--- src/rtl/ram_arb_pkg.sv ---
`default_nettype none
`timescale 1ns/1ps
// +----------------------------------------------------------------------------+
// | Package     : ram_arb_pkg                                                  |
// | Description : State, grant and byte-lane encodings for ram_arbiter.        |
// | Revision    : 1.0  initial release                                         |
// +----------------------------------------------------------------------------+
package ram_arb_pkg;

  typedef enum logic [1:0] {
    ST_IDLE   = 2'd0,
    ST_ACCESS = 2'd1,
    ST_DONE   = 2'd2
  } state_t;

  typedef enum logic [1:0] {
    GNT_NONE = 2'd0,
    GNT_VID  = 2'd1,
    GNT_CPU  = 2'd2,
    GNT_DMA  = 2'd3
  } gnt_t;

  localparam logic [1:0] BSEL_OFF  = 2'b00;
  localparam logic [1:0] BSEL_BOTH = 2'b11;
  localparam logic [1:0] BSEL_HI   = 2'b10;
  localparam logic [1:0] BSEL_LO   = 2'b01;

endpackage : ram_arb_pkg
`default_nettype wire

--- src/rtl/ram_arb_sel.sv ---
`default_nettype none
`timescale 1ns/1ps
// +----------------------------------------------------------------------------+
// | Module      : ram_arb_sel                                                  |
// | Description : Combinational winner selection (video > CPU > DMA, with CPU  |
// |               starvation override). DMA input present with RAM_ARB_DMA_EN. |
// | Revision    : 1.0  initial release                                         |
// +----------------------------------------------------------------------------+
module ram_arb_sel
  import ram_arb_pkg::*;
#(
  parameter  int STARVE_MAX = 4,
  localparam int SW         = $clog2(STARVE_MAX + 1)
) (
  input  logic          vid_req_i,
  input  logic          cpu_req_i,
`ifdef RAM_ARB_DMA_EN
  input  logic          dma_req_i,
`endif
  input  logic [SW-1:0] starve_cnt_i,
  output gnt_t          gnt_o
);

  localparam logic [SW-1:0] C_STARVE_MAX = SW'(STARVE_MAX);

  always_comb begin
    gnt_o = GNT_NONE;
    if (cpu_req_i && (starve_cnt_i == C_STARVE_MAX)) begin
      gnt_o = GNT_CPU;
    end else if (vid_req_i) begin
      gnt_o = GNT_VID;
    end else if (cpu_req_i) begin
      gnt_o = GNT_CPU;
    end
`ifdef RAM_ARB_DMA_EN
    else if (dma_req_i) begin
      gnt_o = GNT_DMA;
    end
`endif
  end

endmodule : ram_arb_sel
`default_nettype wire

--- src/rtl/ram_arbiter.sv ---
`default_nettype none
`timescale 1ns/1ps
// +----------------------------------------------------------------------------+
// | Module      : ram_arbiter                                                  |
// | Description : Shares one 16-bit SRAM between video fetch and CPU; fixed    |
// |               length CE/OE/WE sequencing. RAM_ARB_DMA_EN adds a DMA port.  |
// | Revision    : 1.0  initial release                                         |
// +----------------------------------------------------------------------------+
module ram_arbiter
  import ram_arb_pkg::*;
#(
  parameter int ADDR_W     = 18,
  parameter int ACC_CYC    = 2,
  parameter int STARVE_MAX = 4
) (
  input  logic              clk_i,
  input  logic              rst_n_i,
  input  logic              vid_req_i,
  input  logic [ADDR_W-1:0] vid_addr_i,
  output logic              vid_ack_o,
  output logic              vid_valid_o,
  output logic [15:0]       vid_data_o,
  input  logic              cpu_req_i,
  input  logic              cpu_we_i,
  input  logic              cpu_hi_i,
  input  logic [ADDR_W-1:0] cpu_addr_i,
  input  logic [7:0]        cpu_data_i,
  output logic              cpu_ack_o,
  output logic              cpu_valid_o,
  output logic [15:0]       cpu_data_o,
`ifdef RAM_ARB_DMA_EN
  input  logic              dma_req_i,
  input  logic              dma_we_i,
  input  logic              dma_hi_i,
  input  logic [ADDR_W-1:0] dma_addr_i,
  input  logic [7:0]        dma_data_i,
  output logic              dma_ack_o,
  output logic              dma_valid_o,
  output logic [15:0]       dma_data_o,
`endif
  output logic [ADDR_W-1:0] ram_addr_o,
  output logic [7:0]        ram_data_o,
  input  logic [15:0]       ram_data_i,
  output logic              ram_ce_o,
  output logic              ram_oe_o,
  output logic              ram_we_o,
  output logic [1:0]        ram_bsel_o
);

  localparam int CNT_W = (ACC_CYC > 1) ? $clog2(ACC_CYC) : 1;
  localparam int SW    = $clog2(STARVE_MAX + 1);
  localparam logic [CNT_W-1:0] C_CNT_LAST   = CNT_W'(ACC_CYC - 1);
  localparam logic [SW-1:0]    C_STARVE_MAX = SW'(STARVE_MAX);

  state_t            r_state, w_state_nxt;
  logic [CNT_W-1:0]  r_cnt, w_cnt_nxt;
  gnt_t              r_gnt, w_gnt_sel;
  logic [SW-1:0]     r_starve;
  logic [ADDR_W-1:0] r_addr;
  logic [7:0]        r_wdata;
  logic              r_we;
  logic              r_hi;
  logic [15:0]       r_vid_data;
  logic [15:0]       r_cpu_data;
  logic              w_load;
  logic              w_capture;
  logic              w_first;
  logic              w_done_rd;

  ram_arb_sel #(
    .STARVE_MAX (STARVE_MAX)
  ) u_sel (
    .vid_req_i    (vid_req_i),
    .cpu_req_i    (cpu_req_i),
`ifdef RAM_ARB_DMA_EN
    .dma_req_i    (dma_req_i),
`endif
    .starve_cnt_i (r_starve),
    .gnt_o        (w_gnt_sel)
  );

  always_ff @(posedge clk_i or negedge rst_n_i) begin
    if (!rst_n_i) begin
      r_state <= ST_IDLE;
      r_cnt   <= '0;
    end else begin
      r_state <= w_state_nxt;
      r_cnt   <= w_cnt_nxt;
    end
  end

  // Strobes decode straight from the state register so an async reset drops them at once.
  always_comb begin
    w_state_nxt = r_state;
    w_cnt_nxt   = r_cnt;
    w_load      = 1'b0;
    w_capture   = 1'b0;
    w_first     = 1'b0;
    w_done_rd   = 1'b0;
    ram_ce_o    = 1'b0;
    ram_oe_o    = 1'b0;
    ram_we_o    = 1'b0;
    ram_bsel_o  = BSEL_OFF;
    case (r_state)
      ST_IDLE: begin
        if (w_gnt_sel != GNT_NONE) begin
          w_load      = 1'b1;
          w_cnt_nxt   = '0;
          w_state_nxt = ST_ACCESS;
        end
      end
      ST_ACCESS: begin
        ram_ce_o = 1'b1;
        w_first  = (r_cnt == '0);
        if (r_we) begin
          ram_we_o   = 1'b1;
          ram_bsel_o = r_hi ? BSEL_HI : BSEL_LO;
        end else begin
          ram_oe_o   = 1'b1;
          ram_bsel_o = BSEL_BOTH;
        end
        if (r_cnt == C_CNT_LAST) begin
          w_capture   = ~r_we;
          w_state_nxt = ST_DONE;
        end else begin
          w_cnt_nxt = r_cnt + CNT_W'(1);
        end
      end
      ST_DONE: begin
        w_done_rd   = ~r_we;
        w_state_nxt = ST_IDLE;
      end
      default: begin
        w_state_nxt = ST_IDLE;
      end
    endcase
  end

  assign vid_ack_o   = w_first   && (r_gnt == GNT_VID);
  assign cpu_ack_o   = w_first   && (r_gnt == GNT_CPU);
  assign vid_valid_o = w_done_rd && (r_gnt == GNT_VID);
  assign cpu_valid_o = w_done_rd && (r_gnt == GNT_CPU);
  assign vid_data_o  = r_vid_data;
  assign cpu_data_o  = r_cpu_data;
  assign ram_addr_o  = r_addr;
  assign ram_data_o  = r_wdata;

`ifdef RAM_ARB_DMA_EN
  logic [15:0] r_dma_data;

  assign dma_ack_o   = w_first   && (r_gnt == GNT_DMA);
  assign dma_valid_o = w_done_rd && (r_gnt == GNT_DMA);
  assign dma_data_o  = r_dma_data;

  always_ff @(posedge clk_i or negedge rst_n_i) begin
    if (!rst_n_i) begin
      r_dma_data <= '0;
    end else if (w_capture && (r_gnt == GNT_DMA)) begin
      r_dma_data <= ram_data_i;
    end
  end
`endif

  always_ff @(posedge clk_i or negedge rst_n_i) begin
    if (!rst_n_i) begin
      r_gnt      <= GNT_NONE;
      r_addr     <= '0;
      r_wdata    <= '0;
      r_we       <= 1'b0;
      r_hi       <= 1'b0;
      r_vid_data <= '0;
      r_cpu_data <= '0;
    end else begin
      if (w_load) begin
        r_gnt <= w_gnt_sel;
        case (w_gnt_sel)
          GNT_VID: begin
            r_addr  <= vid_addr_i;
            r_wdata <= '0;
            r_we    <= 1'b0;
            r_hi    <= 1'b0;
          end
          GNT_CPU: begin
            r_addr  <= cpu_addr_i;
            r_wdata <= cpu_data_i;
            r_we    <= cpu_we_i;
            r_hi    <= cpu_hi_i;
          end
`ifdef RAM_ARB_DMA_EN
          GNT_DMA: begin
            r_addr  <= dma_addr_i;
            r_wdata <= dma_data_i;
            r_we    <= dma_we_i;
            r_hi    <= dma_hi_i;
          end
`endif
          default: begin
            r_addr <= r_addr;
          end
        endcase
      end
      if (w_capture && (r_gnt == GNT_VID)) begin
        r_vid_data <= ram_data_i;
      end
      if (w_capture && (r_gnt == GNT_CPU)) begin
        r_cpu_data <= ram_data_i;
      end
    end
  end

  // Starvation counter only moves on IDLE-cycle decisions; DMA grants leave it alone.
  always_ff @(posedge clk_i or negedge rst_n_i) begin
    if (!rst_n_i) begin
      r_starve <= '0;
    end else if (r_state == ST_IDLE) begin
      if (!cpu_req_i || (w_gnt_sel == GNT_CPU)) begin
        r_starve <= '0;
      end else if ((w_gnt_sel == GNT_VID) && (r_starve != C_STARVE_MAX)) begin
        r_starve <= r_starve + SW'(1);
      end
    end
  end

endmodule : ram_arbiter
`default_nettype wire

--- config.mk ---
export PLATFORM = sky130hd
export DESIGN_NAME = ram_arbiter
export DESIGN_NICKNAME = d
export VERILOG_FILES = /design/src/rtl/ram_arb_pkg.sv /design/src/rtl/ram_arb_sel.sv /design/src/rtl/ram_arbiter.sv
export SDC_FILE = /design/constraint.sdc
export NUM_CORES = 1
export LEC_CHECK = 0
export ABC_CLOCK_PERIOD_IN_PS = 2280
export CAP_MARGIN = 20
export CELL_PAD_IN_SITES_DETAIL_PLACEMENT = 0
export CELL_PAD_IN_SITES_GLOBAL_PLACEMENT = 2
export CORE_ASPECT_RATIO = 1.25
export CORE_UTILIZATION = 35
export CTS_CLUSTER_SIZE = 30
export DETAILED_ROUTE_END_ITERATION = 6
export DONT_BUFFER_PORTS = 1
export PLACE_DENSITY = 0.72
export RECOVER_POWER = 100
export SLEW_MARGIN = 20
export SYNTH_ARGS = -nofsm -noshare
export SYNTH_HDL_FRONTEND = slang
export SYNTH_SLANG_ARGS = --single-unit
export TNS_END_PERCENT = 1
--- constraint.sdc ---
create_clock -name clk_i -period 2.28 [get_ports clk_i]
set_input_delay 0.342 -clock clk_i [delete_from_list [all_inputs] [get_ports clk_i]]
set_output_delay 0.342 -clock clk_i [all_outputs]
set_load 0.01 [all_outputs]
==> impl_summary.log, run 1 <==
INFO  metric worstPathRequired = around 2500 ps
INFO  metric synth_ff_type = sky130_fd_sc_hd__dfrtp_1
INFO  metric cellPowerDensity = 1432 nW/um2
INFO  metric critPathKind = primary input to flop
INFO  metric area_used_by_multi_input_combinational_logic = 1210 um2
INFO  metric ys_top_cells_by_count = sky130_fd_sc_hd__dfrtp_1, sky130_fd_sc_hd__mux2_1, sky130_fd_sc_hd__a221o_1, sky130_fd_sc_hd__and3_1, sky130_fd_sc_hd__and4_1
INFO  metric synth_top_cells_by_area = sky130_fd_sc_hd__dfrtp_1, sky130_fd_sc_hd__mux2_1, sky130_fd_sc_hd__a221o_1, sky130_fd_sc_hd__and4_1, sky130_fd_sc_hd__mux2_4
INFO  metric min_path_cells = 1
INFO  metric avg_cell_area_syn = 12.82 um2
INFO  metric rows = 37
INFO  metric crit_path_arrival_time = between 2000 and 2500 ps
INFO  metric synth_mux_area_frac = 0.1325
INFO  metric grt_pass1_wl = ~11000 um
INFO  metric synthDominantAreaCellType = sky130_fd_sc_hd__dfrtp_1
INFO  metric drt-total-wl = approximately 6700 um
INFO  metric crit_path_start_kind = primary input
INFO  metric max_freq = 534.0 MHz
INFO  metric cts_root_buf = sky130_fd_sc_hd__clkbuf_8
INFO  metric route.antenna.remaining_nets = 0
INFO  metric final_hold_viol_count = 0
INFO  metric synthesized_cell_area = 3078 um2
INFO  metric finalInstanceArea = 3366 um2
INFO  metric setup-tns-final = 0 ps
INFO  metric synth.ff_latch_count = a little under 70
INFO  metric groute.usage.overall = 0.1557
INFO  metric synth.net_count = around 310
INFO  metric ys_seq_area_frac = 0.5528
INFO  metric timing.final.crit_period = 1873 ps
INFO  metric cts_htree_levels = 3
INFO  metric slew_viol_final = 0
INFO  metric syn_to_final_growth = 9.350%
INFO  metric pin_count = between 100 and 150
INFO  metric layout.filler_cells = 824
INFO  metric clkLatencyLatePin = approximately 330 ps
INFO  metric clock-sinks = 68
INFO  metric gr-total-overflow = 0
INFO  metric grt_pass1_vias = 2088
INFO  metric port_buffers = 0
INFO  metric grt_max_degree = 69
INFO  metric cts_resized = 0
INFO  metric clk_transition_reported_paths = 70 ps
INFO  metric yosys.area_share.xor_xnor = 0
INFO  metric yosysTopAreaCellShare = 0.5528
INFO  metric slew-limit-headroom = 0.3923
INFO  metric kind_of_capture_point_of_the_worst_setup_path = flop
INFO  metric worst_clock_skew = 11.67 ps
INFO  metric rr_worst_depth = 6
INFO  metric timing.final.crit_share = 0.8214
INFO  metric chipWidth = 85.88 um
INFO  metric postSynth.asyncResetShare = 1.000
INFO  metric insertedDiodeCount = 0
INFO  metric hold_path.class = primary input to flop
INFO  metric p_leak = 1.469 nW
INFO  metric register_cell_area_after_layout = between 1500 and 2000 um2
INFO  metric floorplan.die_area = ~9000 um2
INFO  metric via_count = slightly above 2000
INFO  metric drt_first_iter_violations = 43
INFO  metric unrepaired_setup_endpoints_after_global_routing = no
INFO  metric gp_congestion = 0.6937
INFO  metric power.ir.vdd_worst = between 500 and 600 uV
INFO  metric finalSetupViolCount = 0
INFO  metric cts-buffers-inserted = 9
INFO  metric synth-compound-area-share = 0.1134
INFO  metric drive_gt1_frac = 0.1111
INFO  metric combinational_family_with_the_most_area_after_synthesis = simple AND/OR/NAND/NOR gates
INFO  metric gate_count_post_synth = 240
INFO  metric outcome = finished clean
INFO  metric maxCapViolations = 0
INFO  metric synth.yosys.warnings = 0
INFO  metric crit_fanout = 31
INFO  metric floorplan.initialDensity = 0.3673
INFO  metric timing_worst_slew_pin_value = 911.5 ps
INFO  metric holdBufCountCts = 2
INFO  metric synth_simple_gate_area_share = 0.1488
INFO  metric synth_adder_area_share = 0.008130
INFO  metric cts_max_path_buffers = 2
INFO  metric synth-edff-count = 0
INFO  metric drt-vias-per-instance = about 5.6
INFO  metric die_h = between 100 and 150 um
INFO  metric post-dp-hpwl = 4480 um
INFO  metric grt_antenna_before_repair = 0
INFO  metric yosys.cell_types.count = 31
INFO  metric post-cts-setup-buffers = 0
INFO  metric wire_per_inst = between 15 and 20 um
INFO  metric cts_tree = yes
INFO  metric core-area = ~8400 um2
INFO  metric synth.most_common_cell = sky130_fd_sc_hd__dfrtp_1
INFO  metric finish.net_count = slightly above 300
INFO  metric detailedRoute.firstPassIterationCount = 6
INFO  metric placement.cell_area = between 3000 and 4000 um2
INFO  metric post-route-drc-count = 0
[path summary, 6_finish.rpt]
check / from / to / slack (ps)
setup / recovery: cpu_req_i / ram_addr_o[7] / 410
hold / removal: ram_data_i[0] / vid_data_o[0] / 140
setup reg to reg: r_starve[0] / ram_addr_o[7] / 460
hold reg to reg: r_hi / r_hi / 530
max in group asynchronous: rst_n_i / ram_addr_o[13] / 1450
min in group asynchronous: rst_n_i / vid_data_o[2] / 550
[layer usage]
layer | vias to the layer above | global-route usage | wire length, um
met5 | - | 0 | 0
met1 | 1017 | 0.1781 | 2763
met2 | 94 | 0.2551 | 3362
li1 | 901 | - | -
met3 | 10 | 0.05004 | 467
met4 | 0 | 0.08690 | 131
[per-stage QoR]
step                cells  hold WS (ps)  setup WS (ps)  power (mW)    util
floorplan             240         46.41          701.5       3.571       -
global placement      342         48.17          339.6       3.874  0.3769
detailed placement    342         48.31          322.4       3.919  0.3769
CTS                   360         107.4          461.3       4.998  0.4066
global route          360         108.4          235.0       5.176  0.4017
finish                360         136.9          407.3       4.821  0.4017
[cell type report]
type,instances,share of cell area
inverters,6,0.006691
repair buffers,8,0.02193
flip-flops and latches,68,0.5056
multi-input cells,145,0.3595
well taps,117,0.04349
clock inverters,5,0.01784
clock buffers,11,0.04498
[sequential cells by signal, summed over array words and instances (netlist names)]
| register | flops |
|---|---|
| r_hi | 1 |
| r_gnt | 2 |
| r_starve | 3 |
| vid_data_o | 16 |
| ram_addr_o | 18 |
| r_state | 2 |
| cpu_data_o | 16 |
| ram_data_o | 8 |
| r_we | 1 |
| r_cnt | 1 |
[cells in the final DEF, fill, tap and decap left out, types with 5 or more instances in the layout]
cell type,netlist,layout
sky130_fd_sc_hd__a221o_1,18,18
sky130_fd_sc_hd__and3_1,18,18
sky130_fd_sc_hd__and4_1,18,18
sky130_fd_sc_hd__clkbuf_8,0,11
sky130_fd_sc_hd__dfrtp_1,68,68
sky130_fd_sc_hd__inv_1,6,6
sky130_fd_sc_hd__mux2_1,21,29
sky130_fd_sc_hd__nand2_1,5,5
sky130_fd_sc_hd__nand3_1,12,12
sky130_fd_sc_hd__nor2_1,5,5
sky130_fd_sc_hd__o2bb2ai_1,11,11
[cell families after synthesis]
group,after synthesis
AOI/OAI and AO/OA,40
adders and majority gates,2
buffers and inverters,27
DFF,68
muxes,33
and+or+nand+nor,70
[worst max-delay path, cell delays in order]
cell                       delay [ps]
sky130_fd_sc_hd__or2_1            690
sky130_fd_sc_hd__nand2_1          100
sky130_fd_sc_hd__clkbuf_2         440
sky130_fd_sc_hd__a221o_1          490
[power breakdown]
| part | internal, mW | total (mW) | switching, mW |
|---|---|---|---|
| Sequential | 1.79 | 2.46 | 0.679 |
| Combinational | 0.645 | 1.34 | 0.694 |
| Clock | 0.564 | 1.02 | 0.454 |
| Total | 2.99 | 4.82 | 1.83 |
(Power assumes the default switching activity.)
==> run 2, diff against run 1 <==
--- a/config.mk
+++ b/config.mk
@@ -5,7 +5,7 @@
 export SDC_FILE = /design/constraint.sdc
 export NUM_CORES = 1
 export LEC_CHECK = 0
-export ABC_CLOCK_PERIOD_IN_PS = 2280
+export ABC_CLOCK_PERIOD_IN_PS = 1800
 export CAP_MARGIN = 20
 export CELL_PAD_IN_SITES_DETAIL_PLACEMENT = 0
 export CELL_PAD_IN_SITES_GLOBAL_PLACEMENT = 2
==> constraint.sdc (replaced) <==
create_clock -name clk_i -period 1.8 [get_ports clk_i]
set_input_delay 0.27 -clock clk_i [delete_from_list [all_inputs] [get_ports clk_i]]
set_output_delay 0.27 -clock clk_i [all_outputs]
set_load 0.01 [all_outputs]
==> impl_summary.log, run 2 (same netlist as run 1, synthesis figures left out) <==
INFO  metric post-cts-setup-buffers = 0 (unchanged)
INFO  metric rows = 37 (unchanged)
INFO  metric via_count = 2012 (was 2022)
INFO  metric timing.final.crit_share = 0.9535
INFO  metric slew-limit-headroom = 0.7240 (was 0.3923)
INFO  metric die_h = 106.8 um (unchanged)
INFO  metric violated_checks = negative hold slack
INFO  metric syn_to_final_growth = 9.959% (was 9.350%)
INFO  metric slew_viol_final = 0 (unchanged)
INFO  metric groute.usage.overall = 0.1484 (was 0.1557)
INFO  metric placement.cell_area = 3196 um2 (was 3158 um2)
INFO  metric post-layout-total-power = 6.242 mW (was 4.821 mW)
INFO  metric detailedRoute.firstPassIterationCount = 4 (was 6)
INFO  metric hold_path.class = primary input to async pin (was primary input to flop)
INFO  metric worst_clock_skew = 13.87 ps (was 11.67 ps)
INFO  metric drt-total-wl = 6499 um (was 6725 um)
INFO  metric max_freq = just under 600 MHz
INFO  metric grt_pass1_vias = 2070 (was 2088)
INFO  metric cts_max_path_buffers = 2 (unchanged)
INFO  metric slowest_delay = 430 ps (was 690 ps)
INFO  metric final_hold_viol_count = 68 (was 0)
INFO  metric power.ir.vdd_worst = 732.5 uV (was 509.6 uV)
INFO  metric maxCapViolations = 0 (unchanged)
INFO  metric chipWidth = 85.88 um (unchanged)
INFO  metric post-dp-hpwl = 4563 um (was 4480 um)
INFO  metric unrepaired_setup_endpoints_after_global_routing = yes (was no)
INFO  metric clk_transition_reported_paths = 90 ps (was 70 ps)
INFO  metric crit_chain = nand2b_1 -> nor3_1 (was or2_1 -> nand2_1 -> clkbuf_2 -> a221o_1)
INFO  metric timing.rr.start = r_starve[0] (unchanged)
INFO  metric timing_worst_slew_pin_value = 410.8 ps (was 911.5 ps)
INFO  metric cellPowerDensity = 1844 nW/um2 (was 1432 nW/um2)
INFO  metric final_common_cell = sky130_fd_sc_hd__dfrtp_1 (unchanged)
INFO  metric grt_max_degree = 69 (unchanged)
INFO  metric cts_root_buf = sky130_fd_sc_hd__clkbuf_8 (unchanged)
INFO  metric cts_resized = 0 (unchanged)
INFO  metric clkLatencyLatePin = 350 ps (was 330 ps)
INFO  metric critical-path-slowest-cell = sky130_fd_sc_hd__dfrtp_1 (was sky130_fd_sc_hd__or2_1)
INFO  metric grt_antenna_before_repair = 1 (was 0)
INFO  metric core-area = 8379 um2 (unchanged)
INFO  metric finalInstanceArea = 3385 um2 (was 3366 um2)
INFO  metric crit_path_start_kind = flop (was primary input)
INFO  metric finalSetupViolCount = 0 (unchanged)
INFO  metric route.antenna.remaining_nets = 0 (unchanged)
INFO  metric p_leak = 1.487 nW (was 1.469 nW)
INFO  metric grt_pass1_wl = 10450 um (was 10890 um)
INFO  metric kind_of_capture_point_of_the_worst_setup_path = output port (was flop)
INFO  metric post-route-drc-count = 0 (unchanged)
INFO  metric drt-vias-per-instance = 5.527 (was 5.617)
INFO  metric drt_first_iter_violations = 68 (was 43)
INFO  metric outcome = finished with violations (was finished clean)
INFO  metric drive_gt1_frac = 0.1301 (was 0.1111)
INFO  metric cts-buffers-inserted = 9 (unchanged)
INFO  metric floorplan.initialDensity = 0.3673 (unchanged)
INFO  metric wire_per_inst = 17.85 um (was 18.68 um)
INFO  metric most-common-layout-cells = sky130_fd_sc_hd__dfrtp_1, sky130_fd_sc_hd__mux2_1, sky130_fd_sc_hd__and3_1, sky130_fd_sc_hd__and4_1, sky130_fd_sc_hd__a221o_1 (unchanged)
INFO  metric start_point_of_the_critical_path = r_state[1] (was cpu_req_i)
INFO  metric crit_fanout = 7 (was 31)
INFO  metric cts_htree_levels = 3 (unchanged)
INFO  metric clock-sinks = 68 (unchanged)
INFO  metric finish.net_count = 309 (was 306)
INFO  metric gr-total-overflow = 0 (unchanged)
INFO  metric floorplan.die_area = 9175 um2 (unchanged)
INFO  metric fin_hold_ws = -388.2 ps (was 136.9 ps)
INFO  metric cts_tree = yes (unchanged)
INFO  metric worstPathRequired = 1530 ps (was 2500 ps)
INFO  metric critPathKind = flop to output port (was primary input to flop)
INFO  metric timing.final.crit_period = 1716 ps
INFO  metric crit_path_arrival_time = 1450 ps (was 2090 ps)
INFO  metric largest_register_ff_count = 18 (unchanged)
INFO  metric gp_congestion = 0.7249 (was 0.6937)
INFO  metric port_buffers = 0 (unchanged)
INFO  metric pin_count = 133 (unchanged)
-- run 2: changes by cell type in the layout (fill, tap and decap cells not counted), sizes merged --
cell	previous run	this run
bufinv	1	2
inv	6	9
clkbuf	14	16
clkinvlp	4	1
diode	0	1
buf	4	5
dlygate4sd3	1	0
-- run 2: critical path, delay by kind of cell, from the launching register on --
family        cells  cell delay, ps
flops             1             430
simple gates      2             670
-- run 2: power by group --
part	switching, mW	internal, mW
Sequential	0.848	2.26
Combinational	0.845	0.845
Clock	0.611	0.832
-- run 2: routing by layer --
metal | vias up | routed length, um | track usage | part of all wire
met5 | - | 0 | 0 | 0
met4 | 0 | 185 | 0.08095 | 0.028
met3 | 16 | 479 | 0.04311 | 0.074
met2 | 96 | 3322 | 0.2489 | 0.51
met1 | 994 | 2511 | 0.1684 | 0.39
li1 | 906 | - | - | -
-- run 2: layout make-up --
cell class,count,area [um2]
sequential,68,1702
antenna,1,2.502
clock buffer,10,137.6
timing repair buffer,11,71.32
fill,798,4995
multi-input combinational,145,1209
tap,117,146.4
inverter,6,22.52
clock inverter,6,93.84
-- run 2: final timing paths --
kind,to,slack [ps],cells after the start
max in group asynchronous,ram_addr_o[11],2080,0
min in group clk_i,cpu_data_o[11],50,1
worst min-delay path,cpu_data_o[15],-390,0
worst min register to register,r_hi,520,1
worst max register to register,ram_addr_o[6],100,6
worst max-delay path,vid_ack_o,80,2
-- run 2: stage by stage --
stage          cells  setup TNS (ps)    util  setup WS [ps]
4_1_cts          363               0  0.4090          79.73
2_1_floorplan    240               0       -          221.5
3_3_place_gp     347               0  0.3814          191.1
3_5_place_dp     347               0  0.3814          163.4
5_1_grt          364          -11.35  0.4039         -8.433
6_report         364               0  0.4039          83.76
